## config.mk

```make
export PLATFORM = sky130hd
export DESIGN_NAME = coherent_sum_accumulator
export DESIGN_NICKNAME = d
export VERILOG_FILES = /design/src/rtl/coherent_sum_accumulator.sv
export SDC_FILE = /design/constraint.sdc
export NUM_CORES = 1
export LEC_CHECK = 0
export CORE_ASPECT_RATIO = 0.9
export CORE_UTILIZATION = 58
export DETAILED_ROUTE_END_ITERATION = 6
export PLACE_DENSITY = 0.92
export SLEW_MARGIN = 25
export SYNTH_ARGS = -nofsm -noshare
export SYNTH_HDL_FRONTEND = slang
export SYNTH_SLANG_ARGS = --single-unit
```

## constraint.sdc

```tcl
create_clock -name clk -period 8.35 [get_ports clk]
set_clock_uncertainty 0.05 [all_clocks]
set_input_delay 1.67 -clock clk [delete_from_list [all_inputs] [get_ports clk]]
set_output_delay 1.67 -clock clk [all_outputs]
set_load 0.05 [all_outputs]
```

## src/rtl/coherent_sum_accumulator.sv

```systemverilog
// coherent_sum_accumulator: read-modify-write accumulation of correlator dumps into coherent-result RAM
module coherent_sum_accumulator #(
    parameter int ACC_WIDTH  = 20,
    parameter int BASE_WIDTH = 6
) (
    input  logic                      clk,
    input  logic                      rst_b,
    input  logic [BASE_WIDTH-1:0]     channel_base,
    input  logic                      coherent_sum_valid,
    input  logic [4:0]                cor_index,
    input  logic [15:0]               i_coherent_sum,
    input  logic [15:0]               q_coherent_sum,
    input  logic                      coherent_done,
    output logic                      ram_rd_en,
    output logic [BASE_WIDTH+2:0]     ram_rd_addr,
    input  logic [2*ACC_WIDTH-1:0]    ram_rd_data,
    output logic                      ram_wr_en,
    output logic [BASE_WIDTH+2:0]     ram_wr_addr,
    output logic [2*ACC_WIDTH-1:0]    ram_wr_data,
    input  logic                      result_ack,
    output logic                      result_ready,
    output logic                      overwrite_err,
    output logic                      busy
);
    localparam int AW = BASE_WIDTH + 3;
    localparam int A  = ACC_WIDTH;

    function automatic logic [A-1:0] sat_add(input logic [A-1:0] acc, input logic [15:0] x);
        logic [A:0] s;
        s = {acc[A-1], acc} + {{(A-15){x[15]}}, x};
        return (s[A] != s[A-1]) ? {s[A], {(A-1){~s[A]}}} : s[A-1:0];
    endfunction

    logic          r_r_vld, r_r_new, r_r_prot;
    logic [AW-1:0] r_r_addr;
    logic [15:0]   r_r_i, r_r_q;
    logic          r_e_vld, r_e_new, r_e_prot, r_e_done;
    logic [AW-1:0] r_e_addr;
    logic [15:0]   r_e_i, r_e_q;
    logic          r_w_vld, r_w_prot;
    logic [AW-1:0] r_w_addr;
    logic [2*A-1:0] r_w_data;
    logic          r_lw_vld;
    logic [AW-1:0] r_lw_addr;
    logic [2*A-1:0] r_lw_data;
    logic          r_rdy, r_err;
    logic          w_w_hit, w_lw_hit, w_rdy_set;
    logic [2*A-1:0] w_opnd, w_sum;

    // operand select: new period clears, then youngest in-flight write wins over the RAM
    always_comb begin
        w_w_hit   = r_w_vld & ~r_w_prot & (r_w_addr == r_e_addr);
        w_lw_hit  = r_lw_vld & (r_lw_addr == r_e_addr);
        w_opnd    = r_e_new ? '0 : w_w_hit ? r_w_data : w_lw_hit ? r_lw_data : ram_rd_data;
        w_sum     = {sat_add(w_opnd[2*A-1:A], r_e_i), sat_add(w_opnd[A-1:0], r_e_q)};
        w_rdy_set = r_e_vld & r_e_done & (r_e_addr[2:0] == 3'd7);
    end

    // three-stage pipeline R -> E -> W plus the one-cycle last-written bypass register
    always_ff @(posedge clk or negedge rst_b) begin
        if (!rst_b) begin
            r_r_vld   <= 1'b0;
            r_r_new   <= 1'b0;
            r_r_prot  <= 1'b0;
            r_r_addr  <= '0;
            r_r_i     <= '0;
            r_r_q     <= '0;
            r_e_vld   <= 1'b0;
            r_e_new   <= 1'b0;
            r_e_prot  <= 1'b0;
            r_e_done  <= 1'b0;
            r_e_addr  <= '0;
            r_e_i     <= '0;
            r_e_q     <= '0;
            r_w_vld   <= 1'b0;
            r_w_prot  <= 1'b0;
            r_w_addr  <= '0;
            r_w_data  <= '0;
            r_lw_vld  <= 1'b0;
            r_lw_addr <= '0;
            r_lw_data <= '0;
        end else begin
            r_r_vld   <= coherent_sum_valid;
            r_r_new   <= cor_index[0];
            r_r_prot  <= cor_index[1];
            r_r_addr  <= {channel_base, cor_index[4:2]};
            r_r_i     <= i_coherent_sum;
            r_r_q     <= q_coherent_sum;
            r_e_vld   <= r_r_vld;
            r_e_new   <= r_r_new;
            r_e_prot  <= r_r_prot;
            r_e_done  <= coherent_done;
            r_e_addr  <= r_r_addr;
            r_e_i     <= r_r_i;
            r_e_q     <= r_r_q;
            r_w_vld   <= r_e_vld;
            r_w_prot  <= r_e_prot;
            r_w_addr  <= r_e_addr;
            r_w_data  <= w_sum;
            r_lw_vld  <= ram_wr_en;
            r_lw_addr <= ram_wr_en ? r_w_addr : r_lw_addr;
            r_lw_data <= ram_wr_en ? r_w_data : r_lw_data;
        end
    end

    // sticky firmware flags; a new set beats a coincident ack
    always_ff @(posedge clk or negedge rst_b) begin
        if (!rst_b) begin
            r_rdy <= 1'b0;
            r_err <= 1'b0;
        end else begin
            r_rdy <= w_rdy_set | (r_rdy & ~result_ack);
            r_err <= (r_e_vld & r_e_prot) | (r_err & ~result_ack);
        end
    end

    assign ram_rd_en     = r_r_vld & ~r_r_new & ~r_r_prot;
    assign ram_rd_addr   = r_r_addr;
    assign ram_wr_en     = r_w_vld & ~r_w_prot;
    assign ram_wr_addr   = r_w_addr;
    assign ram_wr_data   = r_w_data;
    assign result_ready  = r_rdy;
    assign overwrite_err = r_err;
    assign busy          = r_r_vld | r_e_vld | r_w_vld;
endmodule

```

; ---- Word level (Yosys, flattened, before mapping)
; Cells that the tools add are included.
[word_totals]
regBits = 192
inputBits = 88
output_inout_bits = 63
elab_cells = 54
[classes]
n_addsub = 2
eq_ne = 5
mux = 5
bitwise_logic = 20
[op_table]
columns = operator, n
row1 = two-way mux 40 bit, 3
row2 = adder 20 x 16 -> 21 bit, 2
row3 = two-way mux 20 bit, 2
row4 = equality test 9 bit, 2
row5 = bitwise AND 1 bit, 10
row6 = inverter 1 bit, 6
row7 = OR 1 bit, 4
row8 = equality test 3 bit (second input constant), 1
row9 = != test 1 bit, 2

; ---- Logic depth before layout (Yosys ltp)
[logic_depth]
ltp_word = 8
mapped_depth = 18
depth_no_buf = 15

; ---- Worst setup path before layout
; OpenSTA, ideal clock, no wires.
[synth_path]
kind = register to register
from = reg r_w_addr[0] (netlist: ram_wr_addr[0])
to = reg r_w_data[10] (netlist: ram_wr_data[10])
setup_ps = 83
t_arrival_ps = 4078
t_required_ps = 8217
slack_ps = 4139
path_stages_with_launch = 18
path_buffers = 3
period_less_slack_ps = 4211
path_cell_list = dfrtp_1 xor2_1 nor4_1 nand4_1 clkbuf_1 buf_1 a211oi_1 ha_1 inv_1 fa_1 nor2b_1 o211ai_1 a311oi_1 o21ai_0 a22oi_2 nand2_1 buf_2 o21ai_0
[synth_via]
elab_chain_cells = 7
elab_cells_between_ends = 8
classes_between = add/sub: 1 / eq/ne: 2 / mux: 3 / bitwise: 2
[synth_lines]
columns = item, line
row1 = "start, declared", 41  ; logic [AW-1:0] r_w_addr;
row2 = "start signal, assigned", 98  ; r_w_addr <= r_e_addr;
row3 = equality test 9 bit (*), 52  ; w_w_hit = r_w_vld & ~r_w_prot & (r_w_addr == r_e_addr);
row4 = bitwise AND 1 bit (*), 52
row5 = two-way mux 40 bit (*) (2 in series), 54  ; w_opnd = r_e_new ? '0 : w_w_hit ? r_w_data : w_lw_hit ? r_lw_data : ram_rd_data;
row6 = adder 20 x 16 -> 21 bit (*), 30  ; s = {acc[A-1], acc} + {{(A-15){x[15]}}, x};
row7 = != test 1 bit or inverter 1 bit (tied branches), 31  ; return (s[A] != s[A-1]) ? {s[A], {(A-1){~s[A]}}} : s[A-1:0];
row8 = two-way mux 20 bit (*), 31
row9 = via w_sum[10], 48  ; logic [2*A-1:0] w_opnd, w_sum;
row10 = "end signal, assigned", 99  ; r_w_data <= w_sum;
row11 = "end, declared", 42  ; logic [2*A-1:0] r_w_data;
; Mark *: on every way through the listed nets, which the timed path passes. The rest lies on a longest branch.
; A chain may end at the register's enable or synchronous reset.

; ---- Worst setup path after layout
[layout_path]
from = reg r_e_addr[5]
to = reg r_w_data[9] (netlist: ram_wr_data[9])
[layout_via]
elab_chain_cells = 8
elab_cells_between_ends = 11
classes_between = add/sub: 1 / eq/ne: 3 / mux: 4 / bitwise: 3
[layout_lines]
columns = item, line
row1 = "start, declared", 38  ; logic [AW-1:0] r_e_addr;
row2 = "start signal, assigned", 93  ; r_e_addr <= r_r_addr;
row3 = equality test 9 bit, 53  ; w_lw_hit = r_lw_vld & (r_lw_addr == r_e_addr);
row4 = bitwise AND 1 bit, 53
row5 = two-way mux 40 bit, 54
row6 = two-way mux 40 bit (*) (2 in series), 54
row7 = adder 20 x 16 -> 21 bit (*), 30
row8 = != test 1 bit or inverter 1 bit (tied branches), 31
row9 = two-way mux 20 bit (*), 31
row10 = via w_sum[9], 48
; Marked as above.

==> impl_metrics.toml <==
[pwr]
peakVddDrop_mv = 0.208
leakage_uw = 0.00458
power_density_mw_per_mm2 = 240

[floorplanning]
die_height_um = 119
die_w_um = 132
rows = 42
coreArea_mm2 = 0.0148
start_util_pct = 60.0
ios = 151
die_area_mm2 = 0.0158

[worst_hold_path]
whs_endpoint = "r_e_q[12]$_DFF_PN0_"
worstHoldPathCells = 0
hold_path_startpoint = "r_r_q[12]$_DFF_PN0_"
hold_path_class = "flop to flop"

[finish]
syn2layout_area_growth_pct = 26.2
layout_commonest_cell = "dfrtp_1"
drive_gt1_share_pct = 11.4
fin_area_mm2 = 0.0112
seq_area_mm2 = 0.00480
final-instance-count-excl-fill = 1103
mostFrequentLayoutCells = "dfrtp_1 (192), clkdlybuf4s50_1 (149), nor2_1 (60)"
fillerInstances = 946
nNetsFinal = 1022
multi_input_area_mm2 = 0.00391
diodes = 0

[clock_tree]
clock_sinks = 192
ctsResizeCount = 0
clk_path_buf_depth = 2
htree_levels = 4
cts_made_buffers = 17
cts.clk_slew.worst_paths_ns = 0.08
postCtsHoldBufs = 0
clk_latency_ns = 0.44
tritoncts = "built"
postCtsSetupRepairBufs = 0
root_buffer = "clkbuf_16"

[outcome]
status = "finished clean"

[timing]
fin_crit_ns = 5.34
hold_viol = 0
finalCritPeriodShare_pct = 63.9
setup_viol = 0
rsz0062_at_grt = "no"
fmax_ghz = 0.187
maxSlewViolCount = 0
slew_headroom_pct = 47.0
tightest_slew_ns = 0.795
fin_ws_ns = 3.01
finalSetupTns_ns = 0

[synthesis]
ys.flop_type = "dfrtp_1"
synth-edff-count = 0
syn_area_per_cell_um2 = 11.8
synth_area_leaders = "dfrtp_1 (54%), mux2_2 (6.2%), ha_1 (5.6%)"
synth_seq_cells = 192
synth_top_area_share_pct = 54.1
synth.largest_area_cell = "dfrtp_1"
seq_area_frac_synth_pct = 54.1
synthCells = 750
synth_area_mm2 = 0.00889
synth.distinct_cells = 65
synthArstFlopShare_pct = 100
yosysWarnings = 0
synth_nets = 880

[setup_path]
path_max_fanout = 33
r2r_slack_ns = 3.01
r2r_start = "r_e_addr[5]$_DFF_PN0_"
worst_setup_path_start_kind = "flop"
required_ns = 8.62
rr_worst_depth = 16
startpoint = "r_e_addr[5]$_DFF_PN0_"
crit_type = "flop to flop"
arrival_ns = 5.61
end_kind = "flop"
regToRegEndpoint = "ram_wr_data[9]$_DFF_PN0_"

[global_routing]
grt_max_degree = 133
grt_pass1_wl_um = 32900
first_global_vias = 6402
grt.total_usage_pct = 27.1
grt.overflow.total = 0
antenna_found_initial = 0

[drt]
drtIter0Drc = 528
drc = 0
routed_wl_um = 20500
first_pass_iters = 5
wire_per_inst_um = 18.6
antenna_left = 0
vias = 6439
via_per_inst = 5.84

[job]
maxCapViolations = 0

[placement]
placed_area_mm2 = 0.0106
gp_congestion = 0.903
dp_cells = 1070
dpl_worst_slack_ns = 3.14
portBuffers = 150
dp_hpwl_um = 13800
[how the worst max path moves through the flow]
stage,endpoint,slack [ns],cells past startpoint
2_1_floorplan,ram_wr_data[10]$_DFF_PN0_,4.14,17
3_3_place_gp,ram_wr_data[9]$_DFF_PN0_,3.23,13
3_5_place_dp,ram_wr_data[9]$_DFF_PN0_,3.14,13
4_1_cts,ram_wr_data[9]$_DFF_PN0_,3.10,16
5_1_grt,ram_wr_data[9]$_DFF_PN0_,2.66,16
6_report,ram_wr_data[9]$_DFF_PN0_,3.01,16
[layout make-up]
class	instances	share of cell area, %
Clock buffer	17	3.79
Timing Repair Buffer	156	14.0
Tap cell	198	2.21
Clock inverter	15	1.84
Inverter	14	0.469
Sequential cell	192	42.8
Multi-Input combinational cell	511	34.8
[report_power, final]
group / leakage, µW / internal (µW) / switching, µW / total [µW]
clock: 0.000306 / 436 / 406 / 842
sequential: 0.00221 / 1070 / 99.4 / 1170
combinational: 0.00206 / 273 / 402 / 675
[routing by layer]
| metal | track usage [%] | up-vias | wire, µm |
|---|---|---|---|
| li1 | - | 3007 | - |
| met1 | 37.2 | 3205 | 9200 |
| met2 | 44.1 | 199 | 9970 |
| met3 | 5.24 | 28 | 1040 |
| met4 | 7.97 | 0 | 300 |
| met5 | 0 | - | 0 |
[sequential cells by signal, summed over array words and instances, names as in the netlist, 9 cells and up]
| name | cells |
|---|---|
| r_e_addr | 9 |
| r_e_i | 16 |
| r_e_q | 16 |
| r_lw_addr | 9 |
| r_lw_data | 40 |
| r_r_i | 16 |
| r_r_q | 16 |
| ram_rd_addr | 9 |
| ram_wr_addr | 9 |
| ram_wr_data | 40 |
[synth_stat cells, types with 2 or more instances]
cell / instances
fa_1: 2
xnor2_1: 22
o211ai_1: 4
nand3_1: 5
o21a_1: 3
nand2_1: 35
o41ai_1: 3
a21o_1: 7
a211oi_1: 42
buf_2: 7
xor2_1: 29
mux2_2: 49
o21ai_0: 39
a2111oi_0: 2
ha_1: 40
a211o_1: 3
maj3_1: 8
o21ai_1: 2
nor2b_1: 5
mux2i_1: 40
nand4_1: 7
nor3_1: 8
dfrtp_1: 192
o2111ai_1: 3
a2111oi_1: 2
nor4_1: 4
inv_1: 14
or3_1: 4
buf_1: 2
o31ai_1: 2
a21oi_1: 42
clkbuf_1: 22
a31oi_1: 2
a221oi_1: 3
and2_1: 4
nand2b_1: 4
nor2_1: 60
[cells by family (layout without fill, tap and decap cells)]
group                    after synthesis  after routing  share of synthesized area, %
AO/OA/AOI/OAI                        177            177                          13.6
AND/OR/NAND/NOR                      144            144                          7.48
buffers and inverters                 47            202                          2.14
flip-flops                           192            192                          54.1
adder cells (fa/ha/maj)               50             50                          6.98
multiplexers                          89             89                          10.7
XOR/XNOR                              51             51                          5.03
[worst max-delay path, cell delays in order (launching register included)]
cell      delay [ns]
dfrtp_1         0.42
xnor2_1         0.24
nand4_1         0.20
nor3_2          0.63
buf_4           0.62
mux2i_1         0.15
a211oi_1        0.30
ha_1            0.24
inv_1           0.07
fa_1            0.42
nor2b_1         0.17
o211ai_1        0.14
a311oi_1        0.34
o21ai_0         0.16
a22oi_2         0.39
nand2_1         0.40
o21ai_0         0.26
[through the flow]
step	hold WS [ns]	total power (µW)	util [%]
4_1_cts	0.302	2700	75.5
3_3_place_gp	0.281	1830	71.2
3_5_place_dp	0.285	1850	71.2
5_1_grt	0.305	2800	75.7
6_report	0.301	2690	75.7
2_1_floorplan	0.281	1600	-
Power figures use the tool's default switching activity.
